## src/rtl/cnn_frame_sequencer.sv

```systemverilog
// Frame sequencer for one CNN pass: fetches pixels over a single OBI manager port,
// streams them to the conv pipeline and writes buffered results back on the same port.
module cnn_frame_sequencer #(
  parameter int IMG_W      = 28,
  parameter int IMG_H      = 28,
  parameter int OUT_COUNT  = 676,
  parameter int DATA_WIDTH = 8,
  parameter int ADDR_WIDTH = 32,
  parameter int FIFO_DEPTH = 4
) (
  input  logic                  clk_i,
  input  logic                  rst_i,
  input  logic                  start_i,
  input  logic [ADDR_WIDTH-1:0] input_base_i,
  input  logic [ADDR_WIDTH-1:0] output_base_i,
  output logic                  busy_o,
  output logic                  done_o,
  output logic                  err_o,
  output logic                  pix_valid_o,
  output logic [DATA_WIDTH-1:0] pix_data_o,
  input  logic                  res_valid_i,
  input  logic [DATA_WIDTH-1:0] res_data_i,
  output logic                  res_ready_o,
  output logic                  mem_req_o,
  output logic                  mem_we_o,
  output logic [ADDR_WIDTH-1:0] mem_addr_o,
  output logic [31:0]           mem_wdata_o,
  output logic [3:0]            mem_be_o,
  input  logic                  mem_gnt_i,
  input  logic                  mem_rvalid_i,
  input  logic [31:0]           mem_rdata_i,
  input  logic                  mem_err_i
);

  localparam int TOTAL = IMG_W * IMG_H;
  localparam int PIX_W = $clog2(TOTAL + 1);
  localparam int WR_W  = $clog2(OUT_COUNT + 1);
  localparam int PTR_W = $clog2(FIFO_DEPTH);
  localparam int CNT_W = PTR_W + 1;

  typedef enum logic [2:0] {
    S_IDLE    = 3'd0,
    S_ARB     = 3'd1,
    S_RD_REQ  = 3'd2,
    S_RD_WAIT = 3'd3,
    S_WB_REQ  = 3'd4,
    S_WB_WAIT = 3'd5,
    S_FIN     = 3'd6
  } state_e;

  state_e                state_r, state_next_s;
  logic [ADDR_WIDTH-1:0] in_base_r, out_base_r;
  logic [PIX_W-1:0]      pix_cnt_r;
  logic [WR_W-1:0]       wr_cnt_r;
  logic                  err_r;
  logic                  pix_valid_r;
  logic [DATA_WIDTH-1:0] pix_data_r;
  logic [DATA_WIDTH-1:0] fifo_mem_r [FIFO_DEPTH];
  logic [PTR_W-1:0]      rd_ptr_r, wr_ptr_r;
  logic [CNT_W-1:0]      fifo_cnt_r;

  logic start_acc_s, fifo_full_s, fifo_empty_s, push_s, pop_s;
  logic rd_ok_s, wr_ok_s, bus_err_s, ovf_s;
  logic [ADDR_WIDTH-1:0] rd_addr_s, wr_addr_s;
  logic unused_s;

  assign unused_s     = ^mem_rdata_i[31:DATA_WIDTH];
  assign start_acc_s  = (state_r == S_IDLE) && start_i;
  assign fifo_full_s  = (fifo_cnt_r == CNT_W'(FIFO_DEPTH));
  assign fifo_empty_s = (fifo_cnt_r == CNT_W'(0));
  assign push_s       = res_valid_i && !fifo_full_s;
  assign pop_s        = (state_r == S_WB_REQ) && mem_gnt_i && !fifo_empty_s;
  assign ovf_s        = res_valid_i && fifo_full_s;
  assign rd_ok_s      = (state_r == S_RD_WAIT) && mem_rvalid_i && !mem_err_i;
  assign wr_ok_s      = (state_r == S_WB_WAIT) && mem_rvalid_i && !mem_err_i;
  assign bus_err_s    = ((state_r == S_RD_WAIT) || (state_r == S_WB_WAIT)) && mem_rvalid_i && mem_err_i;
  assign rd_addr_s    = in_base_r + ADDR_WIDTH'({pix_cnt_r, 2'b00});
  assign wr_addr_s    = out_base_r + ADDR_WIDTH'({wr_cnt_r, 2'b00});

  // State register
  always_ff @(posedge clk_i or posedge rst_i) begin
    if (rst_i) begin
      state_r <= S_IDLE;
    end else begin
      state_r <= state_next_s;
    end
  end

  // Next-state logic; writes are gated once the frame's quota is met so surplus results stay buffered
  always_comb begin
    state_next_s = state_r;
    case (state_r)
      S_IDLE: begin
        if (start_i) state_next_s = S_ARB;
        else         state_next_s = S_IDLE;
      end
      S_ARB: begin
        if (!fifo_empty_s && (wr_cnt_r < WR_W'(OUT_COUNT)))
          state_next_s = S_WB_REQ;
        else if ((pix_cnt_r < PIX_W'(TOTAL)) && (fifo_cnt_r < CNT_W'(FIFO_DEPTH - 1)))
          state_next_s = S_RD_REQ;
        else if ((pix_cnt_r == PIX_W'(TOTAL)) && (wr_cnt_r == WR_W'(OUT_COUNT)))
          state_next_s = S_FIN;
        else
          state_next_s = S_ARB;
      end
      S_RD_REQ: begin
        if (mem_gnt_i) state_next_s = S_RD_WAIT;
        else           state_next_s = S_RD_REQ;
      end
      S_RD_WAIT: begin
        if (mem_rvalid_i) state_next_s = mem_err_i ? S_FIN : S_ARB;
        else              state_next_s = S_RD_WAIT;
      end
      S_WB_REQ: begin
        if (mem_gnt_i) state_next_s = S_WB_WAIT;
        else           state_next_s = S_WB_REQ;
      end
      S_WB_WAIT: begin
        if (mem_rvalid_i) state_next_s = mem_err_i ? S_FIN : S_ARB;
        else              state_next_s = S_WB_WAIT;
      end
      S_FIN:   state_next_s = S_IDLE;
      default: state_next_s = S_IDLE;
    endcase
  end

  // Base latches and frame counters
  always_ff @(posedge clk_i or posedge rst_i) begin
    if (rst_i) begin
      in_base_r  <= '0;
      out_base_r <= '0;
      pix_cnt_r  <= '0;
      wr_cnt_r   <= '0;
    end else if (start_acc_s) begin
      in_base_r  <= input_base_i;
      out_base_r <= output_base_i;
      pix_cnt_r  <= '0;
      wr_cnt_r   <= '0;
    end else begin
      if (rd_ok_s) pix_cnt_r <= pix_cnt_r + PIX_W'(1);
      else         pix_cnt_r <= pix_cnt_r;
      if (wr_ok_s) wr_cnt_r <= wr_cnt_r + WR_W'(1);
      else         wr_cnt_r <= wr_cnt_r;
    end
  end

  // Sticky error: bus error or result overflow, cleared by an accepted start
  always_ff @(posedge clk_i or posedge rst_i) begin
    if (rst_i) begin
      err_r <= 1'b0;
    end else if (start_acc_s) begin
      err_r <= 1'b0;
    end else if (bus_err_s || ovf_s) begin
      err_r <= 1'b1;
    end else begin
      err_r <= err_r;
    end
  end

  // Pixel strobe to the line buffer, one cycle per good read beat
  always_ff @(posedge clk_i or posedge rst_i) begin
    if (rst_i) begin
      pix_valid_r <= 1'b0;
      pix_data_r  <= '0;
    end else begin
      pix_valid_r <= rd_ok_s;
      if (rd_ok_s) pix_data_r <= mem_rdata_i[DATA_WIDTH-1:0];
      else         pix_data_r <= pix_data_r;
    end
  end

  // Result FIFO; a start flushes it, taking priority over a coincident push
  always_ff @(posedge clk_i or posedge rst_i) begin
    if (rst_i) begin
      for (int i = 0; i < FIFO_DEPTH; i++) fifo_mem_r[i] <= '0;
      rd_ptr_r   <= '0;
      wr_ptr_r   <= '0;
      fifo_cnt_r <= '0;
    end else if (start_acc_s) begin
      rd_ptr_r   <= '0;
      wr_ptr_r   <= '0;
      fifo_cnt_r <= '0;
    end else begin
      if (push_s) begin
        fifo_mem_r[wr_ptr_r] <= res_data_i;
        wr_ptr_r             <= wr_ptr_r + PTR_W'(1);
      end else begin
        wr_ptr_r <= wr_ptr_r;
      end
      if (pop_s) rd_ptr_r <= rd_ptr_r + PTR_W'(1);
      else       rd_ptr_r <= rd_ptr_r;
      case ({push_s, pop_s})
        2'b10:   fifo_cnt_r <= fifo_cnt_r + CNT_W'(1);
        2'b01:   fifo_cnt_r <= fifo_cnt_r - CNT_W'(1);
        default: fifo_cnt_r <= fifo_cnt_r;
      endcase
    end
  end

  // Output decode from the state register; request fields hold steady until granted
  always_comb begin
    busy_o      = 1'b0;
    done_o      = 1'b0;
    mem_req_o   = 1'b0;
    mem_we_o    = 1'b0;
    mem_addr_o  = '0;
    mem_wdata_o = 32'h0000_0000;
    case (state_r)
      S_IDLE: busy_o = 1'b0;
      S_RD_REQ: begin
        busy_o     = 1'b1;
        mem_req_o  = 1'b1;
        mem_addr_o = rd_addr_s;
      end
      S_WB_REQ: begin
        busy_o      = 1'b1;
        mem_req_o   = 1'b1;
        mem_we_o    = 1'b1;
        mem_addr_o  = wr_addr_s;
        mem_wdata_o = 32'(fifo_mem_r[rd_ptr_r]);
      end
      S_FIN:   done_o = 1'b1;
      default: busy_o = 1'b1;
    endcase
  end

  assign err_o       = err_r;
  assign pix_valid_o = pix_valid_r;
  assign pix_data_o  = pix_data_r;
  assign res_ready_o = !fifo_full_s;
  assign mem_be_o    = 4'hF;

endmodule

```

## config.mk

```make
export PLATFORM = sky130hd
export DESIGN_NAME = cnn_frame_sequencer
export DESIGN_NICKNAME = d
export VERILOG_FILES = /design/src/rtl/cnn_frame_sequencer.sv
export SDC_FILE = /design/constraint.sdc
export NUM_CORES = 1
export LEC_CHECK = 0
export BUFFER_PORTS_ARGS = -buffer_cell sky130_fd_sc_hd__buf_2
export CORE_ASPECT_RATIO = 0.7
export CORE_UTILIZATION = 55
export DETAILED_ROUTE_END_ITERATION = 8
export PLACE_DENSITY_LB_ADDON = 0.1
export RECOVER_POWER = 50
export SLEW_MARGIN = 30
export SYNTH_ARGS = -nofsm -noshare
export SYNTH_HDL_FRONTEND = slang
export SYNTH_SLANG_ARGS = --single-unit
```

## constraint.sdc

```tcl
create_clock -name clk_i -period 6.07 [get_ports clk_i]
set_input_delay 1.821 -clock clk_i [delete_from_list [all_inputs] [get_ports clk_i]]
set_output_delay 1.821 -clock clk_i [all_outputs]
set_load 0.01 [all_outputs]
```

==> qor.yml <==
timing:
  drv_slew: 107
  min_period_over_period: 0.8248
  fin_ws_ns: 1.064
  finalSetupViolCount: 0
  maxSlewHeadroom: -0.9647
  worst_pin_slew_ns: 2.947
  rsz0062_at_grt: "false"
  skew_ns: 0.008061
  fmax_mhz: 199.7
  final_hold_viol_count: 0
  fin_crit_ns: 5.006
  fin_setup_tns_ns: 0
yosys:
  syn_area_per_cell_um2: 10.56
  yosysWarnings: 0
  synth-async-reset-ratio: 1.000
  netlist_instances: 780
  synth_edf_count: 0
  synth_ff_type: "dfrtp_1"
  synth_area_mm2: 0.008235
  synthDistinctLibCells: 66
  ys_seq_area_frac: 0.4132
  ys_ff_latch: 136
worst_setup_path:
  r2r_cells: 5
  cp.required_ns: 4.25
  cp.arrival_ns: 3.19
  r2r_setup_slack_ns: 1.88
  crit_path_end_kind: "output port"
  crit_fanout: 11
  reg2reg_to: "fifo_mem_r[9]"
  cp-start-kind: "flop"
  path_class: "reg -> out"
  reg2reg_from: "state_r[0]"
global_routing:
  grt_util_all_layers: 0.2826
  grt_pass1_wl_um: 33360
  grt_pass1_vias: 6236
  antenna_found_initial: 0
  grt-ovfl-total: 0
  grt_start_max_net_pins: 68
floorplanning:
  die_area_mm2: 0.01547
  rows: 37
  die_width_um: 148.3
  initial_core_util: 0.5612
  die_h_um: 104.4
  core_area_mm2: 0.01468
  io_pins: 194
route:
  post_drt_wl_per_cell_um: 18.58
  drc: 0
  vias_per_cell: 5.837
  dr_wl_met3_um: 1356
  drtIter0Drc: 558
  wl_met1_um: 10390
  drtAntennaViolNets: 0
  wl_um: 20870
  routed.top_layer: "met4"
  dr.pass1.iters: 5
  dr_wl_met2_um: 8849
  vias: 6555
clock_network:
  cts_tree: "yes"
  postCtsHoldBufs: 0
  cts_max_level: 4
  cts_resized: 0
  cts_sinks: 136
  path_clk_slew_ns: 0.06
  cts_buffers: 17
  insertion_delay_ns: 0.43
  cts-root-buf: "clkbuf_16"
  cts_setup_buffers: 0
  clock_path_buffers: 2
power:
  cellPowerDensity_mw_per_mm2: 496.2
  finalPower_uw: 4757
  leakage_uw: 0.004237
  vdd_drop_max_mv: 0.2524
place:
  portBuffers: 141
  place_hpwl_um: 15140
  gp_congestion: 0.8800
  pre_cts_slack_ns: 1.604
  placed_cells: 1091
layout:
  antenna_cells: 0
  final-seq-area_mm2: 0.003403
  multiInputGateArea_mm2: 0.004539
  fill_cells: 1171
  fin_util: 0.6532
  layout.nets: 1057
  final_cells: 1123
  layout-drive-gt1-share: 0.3103
  area_delta_synth_final_pct: 16.39
run_status:
  status: "finished with violations"
  violations: "capacitance limit, slew limit"
job:
  maxCapViolCount: 2
hold_path:
  hold_depth: 1
  worstHoldStart: "pix_data_o[1]"
  min_path_type: "reg -> reg"
  holdPathEnd: "pix_data_o[1]"
==> cell usage after synthesis, drive strengths merged (11+ instances only) <==
master | n | area, um2
a21oi | 31 | 155.2
and2 | 11 | 68.82
buf | 35 | 245.2
clkbuf | 22 | 83.83
dfrtp | 136 | 3403
ha | 28 | 350.3
inv | 16 | 60.06
mux2 | 100 | 1126
nand2 | 50 | 187.7
nand3 | 25 | 130.1
nand4 | 12 | 75.07
nor2 | 49 | 183.9
o211ai | 16 | 120.1
o21ai | 27 | 135.1
o22ai | 19 | 118.9
xnor2 | 36 | 315.3
xor2 | 29 | 254.0
==> sequential cells by signal (all words and copies together), names as in the netlist <==
name / count
fifo_cnt_r: 3
pix_cnt_r: 10
wr_ptr_r: 2
state_r: 3
out_base_r: 32
pix_valid_o: 1
fifo_mem_r: 32
in_base_r: 32
rd_ptr_r: 2
err_o: 1
pix_data_o: 8
wr_cnt_r: 10
==> cell usage in the layout (no fill, tap or decap), drive strengths merged, types with 10 or more instances in the layout <==
cell type and instances:
buf 141, dfrtp 136, mux2 100, nand2 50
nor2 49, xnor2 36, a21oi 31, clkbuf 31
xor2 29, ha 28, conb 28, o21ai 27
nand3 25, o22ai 19, o211ai 16, inv 15
nand4 12, and2 11, nor4 10, a211oi 10
==> power breakdown <==
group          switching (uW)  internal [uW]
Sequential                402           1300
Combinational            1020            973
Clock                     390            668
==> cell type report <==
class,count,share of cell area
multi-input cells,596,0.4736
flip-flops and latches,136,0.3550
repair buffers,147,0.07727
clock buffers,25,0.04960
well taps,195,0.02545
clock inverters,7,0.01227
inverters,17,0.006788
==> critical path: stages, from the launching register on <==
cell	delay [ns]
dfrtp_1	0.41
ha_1	0.39
a211oi_1	0.35
o21ai_0	0.17
a221oi_1	0.27
buf_4	0.23
nor4_1	0.07
o21ai_0	0.50
nand3_1	0.19
buf_2	0.19
==> through the flow <==
step / cell area (um2) / hold slack [ns]
after floorplan: 8333 / 0.4739
after global placement: 9011 / 0.4817
after detailed placement: 9011 / 0.4886
after CTS: 9604 / 0.5014
after global routing: 9585 / 0.5167
final: 9585 / 0.4999
==> worst max path at each step <==
| stage | from | to | slack, ns | depth (start not counted) |
|---|---|---|---|---|
| finish | in_base_r[5] | mem_addr_o[23] | 1.06 | 9 |
| floorplan | rst_i | err_o | 0.61 | 1 |
| detailed placement | state_r[2] | mem_addr_o[13] | 1.60 | 8 |
| global route | start_i | fifo_mem_r[19] | 0.81 | 5 |
| CTS | state_r[2] | mem_addr_o[13] | 1.11 | 8 |
| global placement | wr_cnt_r[0] | mem_addr_o[24] | 1.64 | 9 |
==> cell families after synthesis <==
logic type	share of synthesized area
other	0.0009119
muxes	0.1683
xor gates and xnor gates	0.06913
adders and majority gates	0.04983
buffers and inverters	0.04771
and+or+nand+nor	0.1402
AOI/OAI and AO/OA	0.1106
DFF	0.4132
==> routing by layer <==
metal,vias to the layer above,track usage
met5,-,0
met4,0,0.08174
met3,18,0.06272
met2,250,0.3920
met1,3217,0.4366
li1,3070,-
No activity file was read; power rests on OpenSTA's default activity.
